**src/rtl/il1_inclusion_scheduler.sv**
```systemverilog
// Back-invalidation sequencer keeping IL1 inclusive of L2: arbitrates the inst/data
// L2 replace requesters, performs read-compare-clear on one IL1 set, then handshakes the ack.
module il1_inclusion_scheduler #(
  parameter int LINES  = 128,
  parameter int WAYS   = 4,
  parameter int TAG_W  = 20,
  localparam int IDX_W  = $clog2(LINES),
  localparam int ADDR_W = TAG_W + IDX_W
) (
  input  logic                  clk_l1,
  input  logic                  rst_n,
  input  logic                  inst_inv_req,
  input  logic [ADDR_W-1:0]     inst_inv_addr,
  output logic                  inst_inv_ack,
  input  logic                  inst_l2_ack,
  input  logic                  data_inv_req,
  input  logic [ADDR_W-1:0]     data_inv_addr,
  output logic                  data_inv_ack,
  input  logic                  data_l2_ack,
  input  logic                  refill_busy,
  output logic                  port_sel,
  output logic [IDX_W-1:0]      inv_index,
  input  logic [WAYS*TAG_W-1:0] tag_rd,
  input  logic [WAYS-1:0]       valid_rd,
  output logic [WAYS-1:0]       clear_way,
  output logic                  busy,
  output logic [15:0]           clr_cnt
);

  typedef enum logic [1:0] {IDLE, RD, CMP, ACK} state_t;
  typedef enum logic {SRC_INST = 1'b0, SRC_DATA = 1'b1} src_t;

  state_t              state_q, state_d;
  src_t                src_q;
  src_t                last_q;
  logic                pend_inst_q, pend_data_q;
  logic [ADDR_W-1:0]   addr_inst_q, addr_data_q;
  logic [TAG_W-1:0]    inv_tag_q;

  logic                cand_inst, cand_data;
  logic                grant;
  src_t                grant_src;
  logic [ADDR_W-1:0]   grant_addr;
  logic [WAYS-1:0]     hit;
  logic                l2_ack_sel;
  logic                ack_done;
  logic                cmp_ok;

  // A live request bypasses the pending register so an idle block grants at the req edge.
  assign cand_inst = pend_inst_q | inst_inv_req;
  assign cand_data = pend_data_q | data_inv_req;
  assign grant     = (state_q == IDLE) && !refill_busy && (cand_inst || cand_data);

  // On a tie the source not served last wins; last_q only moves on ack completion.
  assign grant_src = (cand_inst && (!cand_data || last_q == SRC_DATA)) ? SRC_INST : SRC_DATA;

  always_comb begin
    grant_addr = '0;
    if (grant_src == SRC_INST) grant_addr = pend_inst_q ? addr_inst_q : inst_inv_addr;
    else                       grant_addr = pend_data_q ? addr_data_q : data_inv_addr;
  end

  for (genvar w = 0; w < WAYS; w++) begin : g_hit
    assign hit[w] = valid_rd[w] && (tag_rd[w*TAG_W +: TAG_W] == inv_tag_q);
  end

  assign l2_ack_sel = (src_q == SRC_INST) ? inst_l2_ack : data_l2_ack;
  assign ack_done   = (state_q == ACK) && l2_ack_sel;
  assign cmp_ok     = (state_q == CMP) && !refill_busy;

  // NOTE: every output of a combinational block gets a default first so no latch is inferred.
  always_comb begin
    state_d   = state_q;
    clear_way = '0;
    unique case (state_q)
      IDLE: if (grant) state_d = RD;
      RD:   state_d = refill_busy ? IDLE : CMP;
      CMP: begin
        if (refill_busy) begin
          state_d = IDLE;
        end else begin
          clear_way = hit;
          state_d   = ACK;
        end
      end
      ACK:  if (l2_ack_sel) state_d = IDLE;
      default: state_d = IDLE;
    endcase
  end

  assign port_sel = (state_q == RD) || (state_q == CMP);
  assign busy     = (state_q != IDLE);

  // NOTE: state is updated with non-blocking assignments so every flop samples pre-edge values.
  always_ff @(posedge clk_l1 or negedge rst_n) begin
    if (!rst_n) begin
      state_q   <= IDLE;
      src_q     <= SRC_INST;
      last_q    <= SRC_DATA;
      inv_index <= '0;
      inv_tag_q <= '0;
    end else begin
      state_q <= state_d;
      if (grant) begin
        src_q     <= grant_src;
        inv_index <= grant_addr[IDX_W-1:0];
        inv_tag_q <= grant_addr[ADDR_W-1:IDX_W];
      end
      if (ack_done) last_q <= src_q;
    end
  end

  // A source stays pending through service, which also blocks duplicate requests.
  always_ff @(posedge clk_l1 or negedge rst_n) begin
    if (!rst_n) begin
      pend_inst_q <= 1'b0;
      pend_data_q <= 1'b0;
      addr_inst_q <= '0;
      addr_data_q <= '0;
    end else begin
      if (inst_inv_req && !pend_inst_q) begin
        pend_inst_q <= 1'b1;
        addr_inst_q <= inst_inv_addr;
      end else if (ack_done && src_q == SRC_INST) begin
        pend_inst_q <= 1'b0;
      end
      if (data_inv_req && !pend_data_q) begin
        pend_data_q <= 1'b1;
        addr_data_q <= data_inv_addr;
      end else if (ack_done && src_q == SRC_DATA) begin
        pend_data_q <= 1'b0;
      end
    end
  end

  always_ff @(posedge clk_l1 or negedge rst_n) begin
    if (!rst_n) begin
      inst_inv_ack <= 1'b0;
      data_inv_ack <= 1'b0;
    end else begin
      if (cmp_ok && src_q == SRC_INST)        inst_inv_ack <= 1'b1;
      else if (ack_done && src_q == SRC_INST) inst_inv_ack <= 1'b0;
      if (cmp_ok && src_q == SRC_DATA)        data_inv_ack <= 1'b1;
      else if (ack_done && src_q == SRC_DATA) data_inv_ack <= 1'b0;
    end
  end

  always_ff @(posedge clk_l1 or negedge rst_n) begin
    if (!rst_n)                               clr_cnt <= '0;
    else if (clear_way != '0 && clr_cnt != 16'hFFFF) clr_cnt <= clr_cnt + 16'd1;
  end

  a_ack_onehot: assert property (@(posedge clk_l1) disable iff (!rst_n)
    !(inst_inv_ack && data_inv_ack));
  a_clear_in_cmp: assert property (@(posedge clk_l1) disable iff (!rst_n)
    (clear_way != '0) |-> (state_q == CMP));

endmodule

```
**config.mk**
```make
export PLATFORM = sky130hd
export DESIGN_NAME = il1_inclusion_scheduler
export DESIGN_NICKNAME = d
export VERILOG_FILES = /design/src/rtl/il1_inclusion_scheduler.sv
export SDC_FILE = /design/constraint.sdc
export NUM_CORES = 1
export LEC_CHECK = 0
export CAP_MARGIN = 10
export CORE_MARGIN = 2
export CORE_UTILIZATION = 45
export CTS_BUF_LIST = sky130_fd_sc_hd__clkbuf_4
export DETAILED_ROUTE_END_ITERATION = 6
export PLACE_DENSITY_LB_ADDON = 0.3
export SLEW_MARGIN = 20
export SYNTH_ARGS = -nofsm -noshare
export SYNTH_HDL_FRONTEND = slang
export SYNTH_SLANG_ARGS = --single-unit
```
**constraint.sdc**
```tcl
create_clock -name clk_l1 -period 2.3 [get_ports clk_l1]
set_input_delay 0.46 -clock clk_l1 [delete_from_list [all_inputs] [get_ports clk_l1]]
set_output_delay 0.46 -clock clk_l1 [all_outputs]
set_load 0.02 [all_outputs]
```
== After elaboration in Yosys (flattened, before gate mapping) ==
Index checks and enable logic that the tools add are counted.

* Register bits after elaboration: 105
* Input bits: 145
* Output and inout port bits: 31
* Word-level logic and storage cells: 75

* Add/subtract/negate cells: 1
* Equality and inequality tests: 10
* Multiplexer cells: 18
* Bitwise logic cells: 3
* Reductions and logical operators: 31

{| class="wikitable"
|+ Operator list
! operator !! count
|-
| 27-bit two-way mux || 3
|-
| 20-bit equality test || 4
|-
| 16-bit by 1-bit adder with 16-bit output (second input constant) || 1
|-
| 1-bit logical AND || 16
|-
| 16-bit inequality test (second input constant) || 1
|-
| 2-bit nonzero test || 5
|-
| 1-bit two-way mux || 8
|-
| 2-bit two-way mux || 4
|-
| 4-bit two-way mux || 2
|-
| 2-bit case mux with 4 select lines || 1
|-
| 2-bit equality test (second input constant) || 2
|-
| 1-bit zero test || 4
|-
| 2-bit inequality test (second input constant) || 2
|-
| 4-bit nonzero test || 1
|-
| 1-bit logical OR || 3
|-
| 2-bit by 1-bit equality test with 1-bit output (second input constant) || 1
|-
| 2-bit zero test || 1
|-
| 1-bit OR || 2
|-
| 2-bit AND reduction || 1
|-
| 1-bit NOT || 1
|}

== Longest topological paths before layout ==
* Depth in word-level cells: 6
* Gate-level depth with buffers: 10
* Mapped depth without buffers: 8

== Least setup slack after synthesis ==
No wires, ideal clock.

* Kind: reg2reg
* From: register state_q[0]
* To: register clr_cnt[15]
* Setup time: 125 ps
* Arrival time: 2156 ps
* Data required time: 2175 ps
* Slack: 19 ps
* Cell stages (with the launch flop): 10
* Buffers on the path: 1
* Clock period less this slack: 2281 ps
* Path through: dfrtp_1 > inv_1 > ha_1 > nor2b_1 > clkbuf_1 > nand3_1 > nor3_2 > or4_1 > nor2b_1 > mux2_4

* Word-level cells in the longest chain between the ends: 4

{| class="wikitable"
|+ RTL lines
! item !! RTL line !! RTL
|-
| start: declaration || 33 || <nowiki>state_t state_q, state_d;</nowiki>
|-
| start signal: assignment || 103 || <nowiki>state_q <= state_d;</nowiki>
|-
| 2-bit equality test || 75 || <nowiki>unique case (state_q)</nowiki>
|-
| 4-bit two-way mux || 75 ||
|-
| via clear_way[0] || 25 || <nowiki>output logic [WAYS-1:0] clear_way,</nowiki>
|-
| 4-bit nonzero test || 150 || <nowiki>else if (clear_way != '0 && clr_cnt != 16'hFFFF) clr_cnt <= clr_cnt + 16'd1;</nowiki>
|-
| 1-bit logical AND || 150 ||
|-
| end signal: assignment || 150 ||
|-
| end: declaration || 27 || <nowiki>output logic [15:0] clr_cnt</nowiki>
|}

The timed path passes the listed nets, and every way through them passes these cells.
A chain may end at the register's enable or synchronous reset.

== Worst setup path in the final report ==
* From: register inv_tag_q[16]
* To: output clear_way[0]

* Word-level cells in the longest chain between the ends: 4

{| class="wikitable"
|+ RTL lines
! item !! RTL line !! RTL
|-
| start: declaration || 38 || <nowiki>logic [TAG_W-1:0] inv_tag_q;</nowiki>
|-
| start signal: assignment || 107 || <nowiki>inv_tag_q <= grant_addr[ADDR_W-1:IDX_W];</nowiki>
|-
| 20-bit equality test || 64 || <nowiki>assign hit[w] = valid_rd[w] && (tag_rd[w*TAG_W +: TAG_W] == inv_tag_q);</nowiki>
|-
| 1-bit logical AND || 64 ||
|-
| 4-bit two-way mux || 79 || <nowiki>if (refill_busy) begin</nowiki>
|-
| 4-bit two-way mux || 75 ||
|-
| end: declaration || 25 ||
|}

Every way passes these cells.

==> results.py <==
metrics = {
    "outcome": {
        "run_status": "complete, but fails checks",
        "failed_checks": "negative setup slack",
    },
    "synth": {
        "synth-edff-count": 0,
        "mappedNetlistArea_um2": 6170,
        "syn_inst": 548,
        "yosys_warnings": 0,
        "netlist-cell-type-count": 39,
        "postSynthRegisterBits": 105,
        "avg_synthesized_cell_area_um2": 11.3,
        "synth_sequential_area_ratio_pct": 42.6,
        "postSynth.asyncResetShare_pct": 100,
        "synth.net_count": 699,
        "synthFlopType": "sky130_fd_sc_hd__dfrtp_1",
    },
    "cells_and_area": {
        "layout-area-overhead-vs-synth_pct": 47.7,
        "nets": 919,
        "stdcell_area_um2": 9120,
        "final_core_utilization_pct": 68.6,
        "post_layout_nonfiller_instances": 950,
        "post_route_cells_drive_above_1_share_pct": 33.1,
    },
    "timing": {
        "layout_min_cycle_time_ns": 2.70,
        "slew-limit-headroom_pct": 63.6,
        "setup_ws_ns": -0.400,
        "tightestPinTransition_ns": 0.546,
        "final_total_negative_setup_slack_ns": -3.13,
        "finalSetupViolations": 19,
        "rsz0062_at_grt": "yes",
        "final_hold_viol_count": 0,
        "timing.fmax_mhz": 370,
        "worst_clock_skew_ns": 0.0225,
        "final-max-slew-violation-count": 0,
        "final_min_period_over_clock_period_pct": 117,
    },
    "clocking": {
        "cts.clk_slew.worst_paths_ns": 0.17,
        "cts_num_sinks": 105,
        "maximum_clock_path_buffer_count": 2,
        "cts-buffers-inserted": 9,
        "clock_insertion_delay_worst_skew_ns": 0.49,
        "clk_root_buffer_cell": "sky130_fd_sc_hd__clkbuf_4",
        "cts_htree_levels": 3,
        "cts_tree": "built",
    },
    "power": {
        "peakVddDrop_v": 0.000523,
        "power-per-cell-area_nw_per_um2": 983,
        "p_comb_share_pct": 51.7,
        "power.share.sequential_pct": 36.9,
        "clkPwrFrac_pct": 11.4,
        "leakagePower_nw": 4.00,
        "cell_internal_pwr_w": 0.00559,
        "switchingPower_w": 0.00337,
        "sw_frac_of_total_pct": 37.6,
    },
    "floorplan": {
        "die_y_um": 121,
        "placeableCoreArea_um2": 13300,
        "die-area_um2": 14700,
        "die_x_um": 121,
        "num_io_pins": 176,
        "start_util_pct": 46.4,
        "rows": 42,
    },
    "place": {
        "postPlaceCellArea_um2": 8360,
        "hpwl_mm": 13.1,
        "dpl.cell_count": 910,
        "port_buffers": 175,
        "gp_routability_congestion": 0.873,
    },
    "setup_path": {
        "critPathCaptureType": "output port",
        "r2r-start": "inv_tag_q[2]",
        "critical_path_peak_fanout": 3,
        "crit_type": "reg2out",
        "critical_path.startpoint_type": "flop",
        "worst-r2r-setup-slack_ns": -0.20,
        "cp_data_required_time_ns": 1.84,
        "number_of_cells_on_the_worst_reg_to_reg_path": 10,
        "worstReg2RegEnd": "clr_cnt[1]",
        "arrival_time_of_the_worst_setup_path_ns": 2.24,
    },
    "detailed_routing": {
        "via_count": 4971,
        "drc_violation_total_after_the_first_tritonroute_iteration": 261,
        "route.detailed.vias_per_inst": 5.23,
        "drt_drc_violations_left": 0,
        "final_ant_viol_nets": 0,
        "route.detailed.wl_per_inst_um": 18.5,
        "detail_route.wirelength_mm": 17.5,
        "detail_route.first_pass.iterations": 4,
    },
    "grt": {
        "global_route_wire_length_before_repair_mm": 26.6,
        "grt_antenna_before_repair": 1,
        "grt_start_max_net_pins": 85,
        "grt_usage_pct": 23.9,
        "grt_overflow": 0,
        "first_global_vias": 5089,
    },
    "worst_hold_path": {
        "min-delay-path-class": "in2async",
    },
    "job": {
        "maxCapViolCount": 0,
    },
}
-- cell families after synthesis --
logic type               count (synthesis)  synth area share, %
multiplexers                           111                 19.7
AND/OR/NAND/NOR                        110                 10.9
flip-flops                             105                 42.6
XOR/XNOR                                93                 13.3
AO/OA/AOI/OAI                           69                 7.20
buffers and inverters                   54                 5.07
adder cells (fa/ha/maj)                  6                 1.22
-- power groups by stage --
| stage | sequential, W | combinational, W | clock (W) |
|---|---|---|---|
| global placement | 0.00334 | 0.00401 | 0 |
| CTS | 0.00332 | 0.00434 | 0.00105 |
| detailed placement | 0.00338 | 0.00412 | 0 |
| finish | 0.00331 | 0.00463 | 0.00102 |
| global route | 0.00340 | 0.00505 | 0.00112 |
| floorplan | 0.00301 | 0.00294 | 0 |
-- critical path: stages, from the launching register on --
cell and delay, ns:
sky130_fd_sc_hd__dfrtp_2 0.48, sky130_fd_sc_hd__xor2_2 0.17, sky130_fd_sc_hd__nor4_4 0.35, sky130_fd_sc_hd__buf_4 0.17, sky130_fd_sc_hd__nand4_1 0.21, sky130_fd_sc_hd__nor3_2 0.21, sky130_fd_sc_hd__buf_4 0.18
-- final cells by class --
cell class | instances | area (um^2)
antenna | 1 | 2.50
clock inverter | 7 | 82.6
multi-input combinational | 390 | 3620
inverter | 7 | 26.3
timing repair buffer | 255 | 2450
fill | 972 | 4180
sequential | 105 | 2650
tap | 176 | 220
clock buffer | 9 | 67.6
-- layout by cell type, fill, tap and decap left out, types with 3 or more instances in the layout --
cell / instances
sky130_fd_sc_hd__nor2_1: 8
sky130_fd_sc_hd__nor2b_1: 29
sky130_fd_sc_hd__nor2_4: 5
sky130_fd_sc_hd__buf_4: 67
sky130_fd_sc_hd__inv_6: 3
sky130_fd_sc_hd__inv_1: 7
sky130_fd_sc_hd__nor3_4: 7
sky130_fd_sc_hd__a211oi_1: 27
sky130_fd_sc_hd__buf_6: 11
sky130_fd_sc_hd__nor3_1: 5
sky130_fd_sc_hd__a21oi_1: 31
sky130_fd_sc_hd__xor2_1: 55
sky130_fd_sc_hd__xnor2_1: 20
sky130_fd_sc_hd__xor2_2: 16
sky130_fd_sc_hd__nor4_1: 3
sky130_fd_sc_hd__ha_1: 6
sky130_fd_sc_hd__mux2i_1: 28
sky130_fd_sc_hd__buf_12: 6
sky130_fd_sc_hd__clkdlybuf4s50_1: 168
sky130_fd_sc_hd__dfrtp_2: 14
sky130_fd_sc_hd__nor3_2: 5
sky130_fd_sc_hd__dfrtp_1: 90
sky130_fd_sc_hd__nand2_1: 10
sky130_fd_sc_hd__o21ai_0: 3
sky130_fd_sc_hd__nor4_2: 8
sky130_fd_sc_hd__nand4_1: 10
sky130_fd_sc_hd__clkbuf_4: 9
sky130_fd_sc_hd__mux2_2: 81
sky130_fd_sc_hd__nand3_1: 8
-- timing repair --
action	CTS	global route
setup buffers	15	11
endpoints found under the setup margin	22	21
gates resized for setup	73	34
cloned	1	0
endpoints found under the hold margin	21	0
hold buffers	1	0
pin swaps	31	24
-- flip-flops by register name (all words and copies together), names as in the netlist --
| signal | cells |
|---|---|
| inv_index | 7 |
| clr_cnt | 16 |
| data_inv_ack | 1 |
| state_q | 2 |
| pend_inst_q | 1 |
| inv_tag_q | 20 |
| inst_inv_ack | 1 |
| addr_data_q | 27 |
| last_q | 1 |
| src_q | 1 |
| pend_data_q | 1 |
| addr_inst_q | 27 |
-- metal layers --
layer / wire [um] / vias up / GRT usage (%)
met5: 0 / - / 0
met3: 1010 / 23 / 4.65
li1: - / 2360 / -
met1: 7300 / 2439 / 30.9
met4: 288 / 0 / 7.19
met2: 8950 / 149 / 40.6
-- synthesized netlist by cell type, types with 3 or more instances --
cell type / count / share of area, %
sky130_fd_sc_hd__nand3_1: 10 / 0.81
sky130_fd_sc_hd__xor2_1: 70 / 9.9
sky130_fd_sc_hd__nor3_1: 9 / 0.73
sky130_fd_sc_hd__clkbuf_1: 18 / 1.1
sky130_fd_sc_hd__buf_1: 5 / 0.30
sky130_fd_sc_hd__inv_1: 7 / 0.43
sky130_fd_sc_hd__buf_6: 12 / 2.2
sky130_fd_sc_hd__nor3_2: 6 / 0.97
sky130_fd_sc_hd__buf_2: 10 / 0.81
sky130_fd_sc_hd__nor2_1: 13 / 0.79
sky130_fd_sc_hd__nand2_1: 10 / 0.61
sky130_fd_sc_hd__mux2i_1: 28 / 4.5
sky130_fd_sc_hd__a211oi_1: 28 / 3.4
sky130_fd_sc_hd__mux2_2: 81 / 15
sky130_fd_sc_hd__nor2b_1: 30 / 3.0
sky130_fd_sc_hd__nand4_1: 10 / 1.0
sky130_fd_sc_hd__a21oi_1: 31 / 2.5
sky130_fd_sc_hd__nor4_1: 12 / 1.2
sky130_fd_sc_hd__dfrtp_1: 104 / 42
sky130_fd_sc_hd__xnor2_1: 22 / 3.1
sky130_fd_sc_hd__ha_1: 6 / 1.2
sky130_fd_sc_hd__o21ai_0: 3 / 0.24
-- stage by stage --
step	power, W	setup slack, ns	hold slack (ns)
global placement	0.00735	-0.970	0.372
detailed placement	0.00749	-1.03	0.376
CTS	0.00872	-0.485	0.370
floorplan	0.00595	0.0189	0.164
global route	0.00958	-0.523	0.379
finish	0.00896	-0.400	0.394
-- worst max path at each step --
stage	start	end	depth (start not counted)
3_5_place_dp	tag_rd[16]	clear_way[0]	7
3_3_place_gp	tag_rd[16]	clear_way[0]	7
6_report	inv_tag_q[16]	clear_way[0]	6
5_1_grt	inv_tag_q[16]	clear_way[0]	6
4_1_cts	inv_tag_q[16]	clear_way[0]	6
2_1_floorplan	state_q[0]	clr_cnt[15]	9
Note: power is estimated with default switching activity, not from simulation.
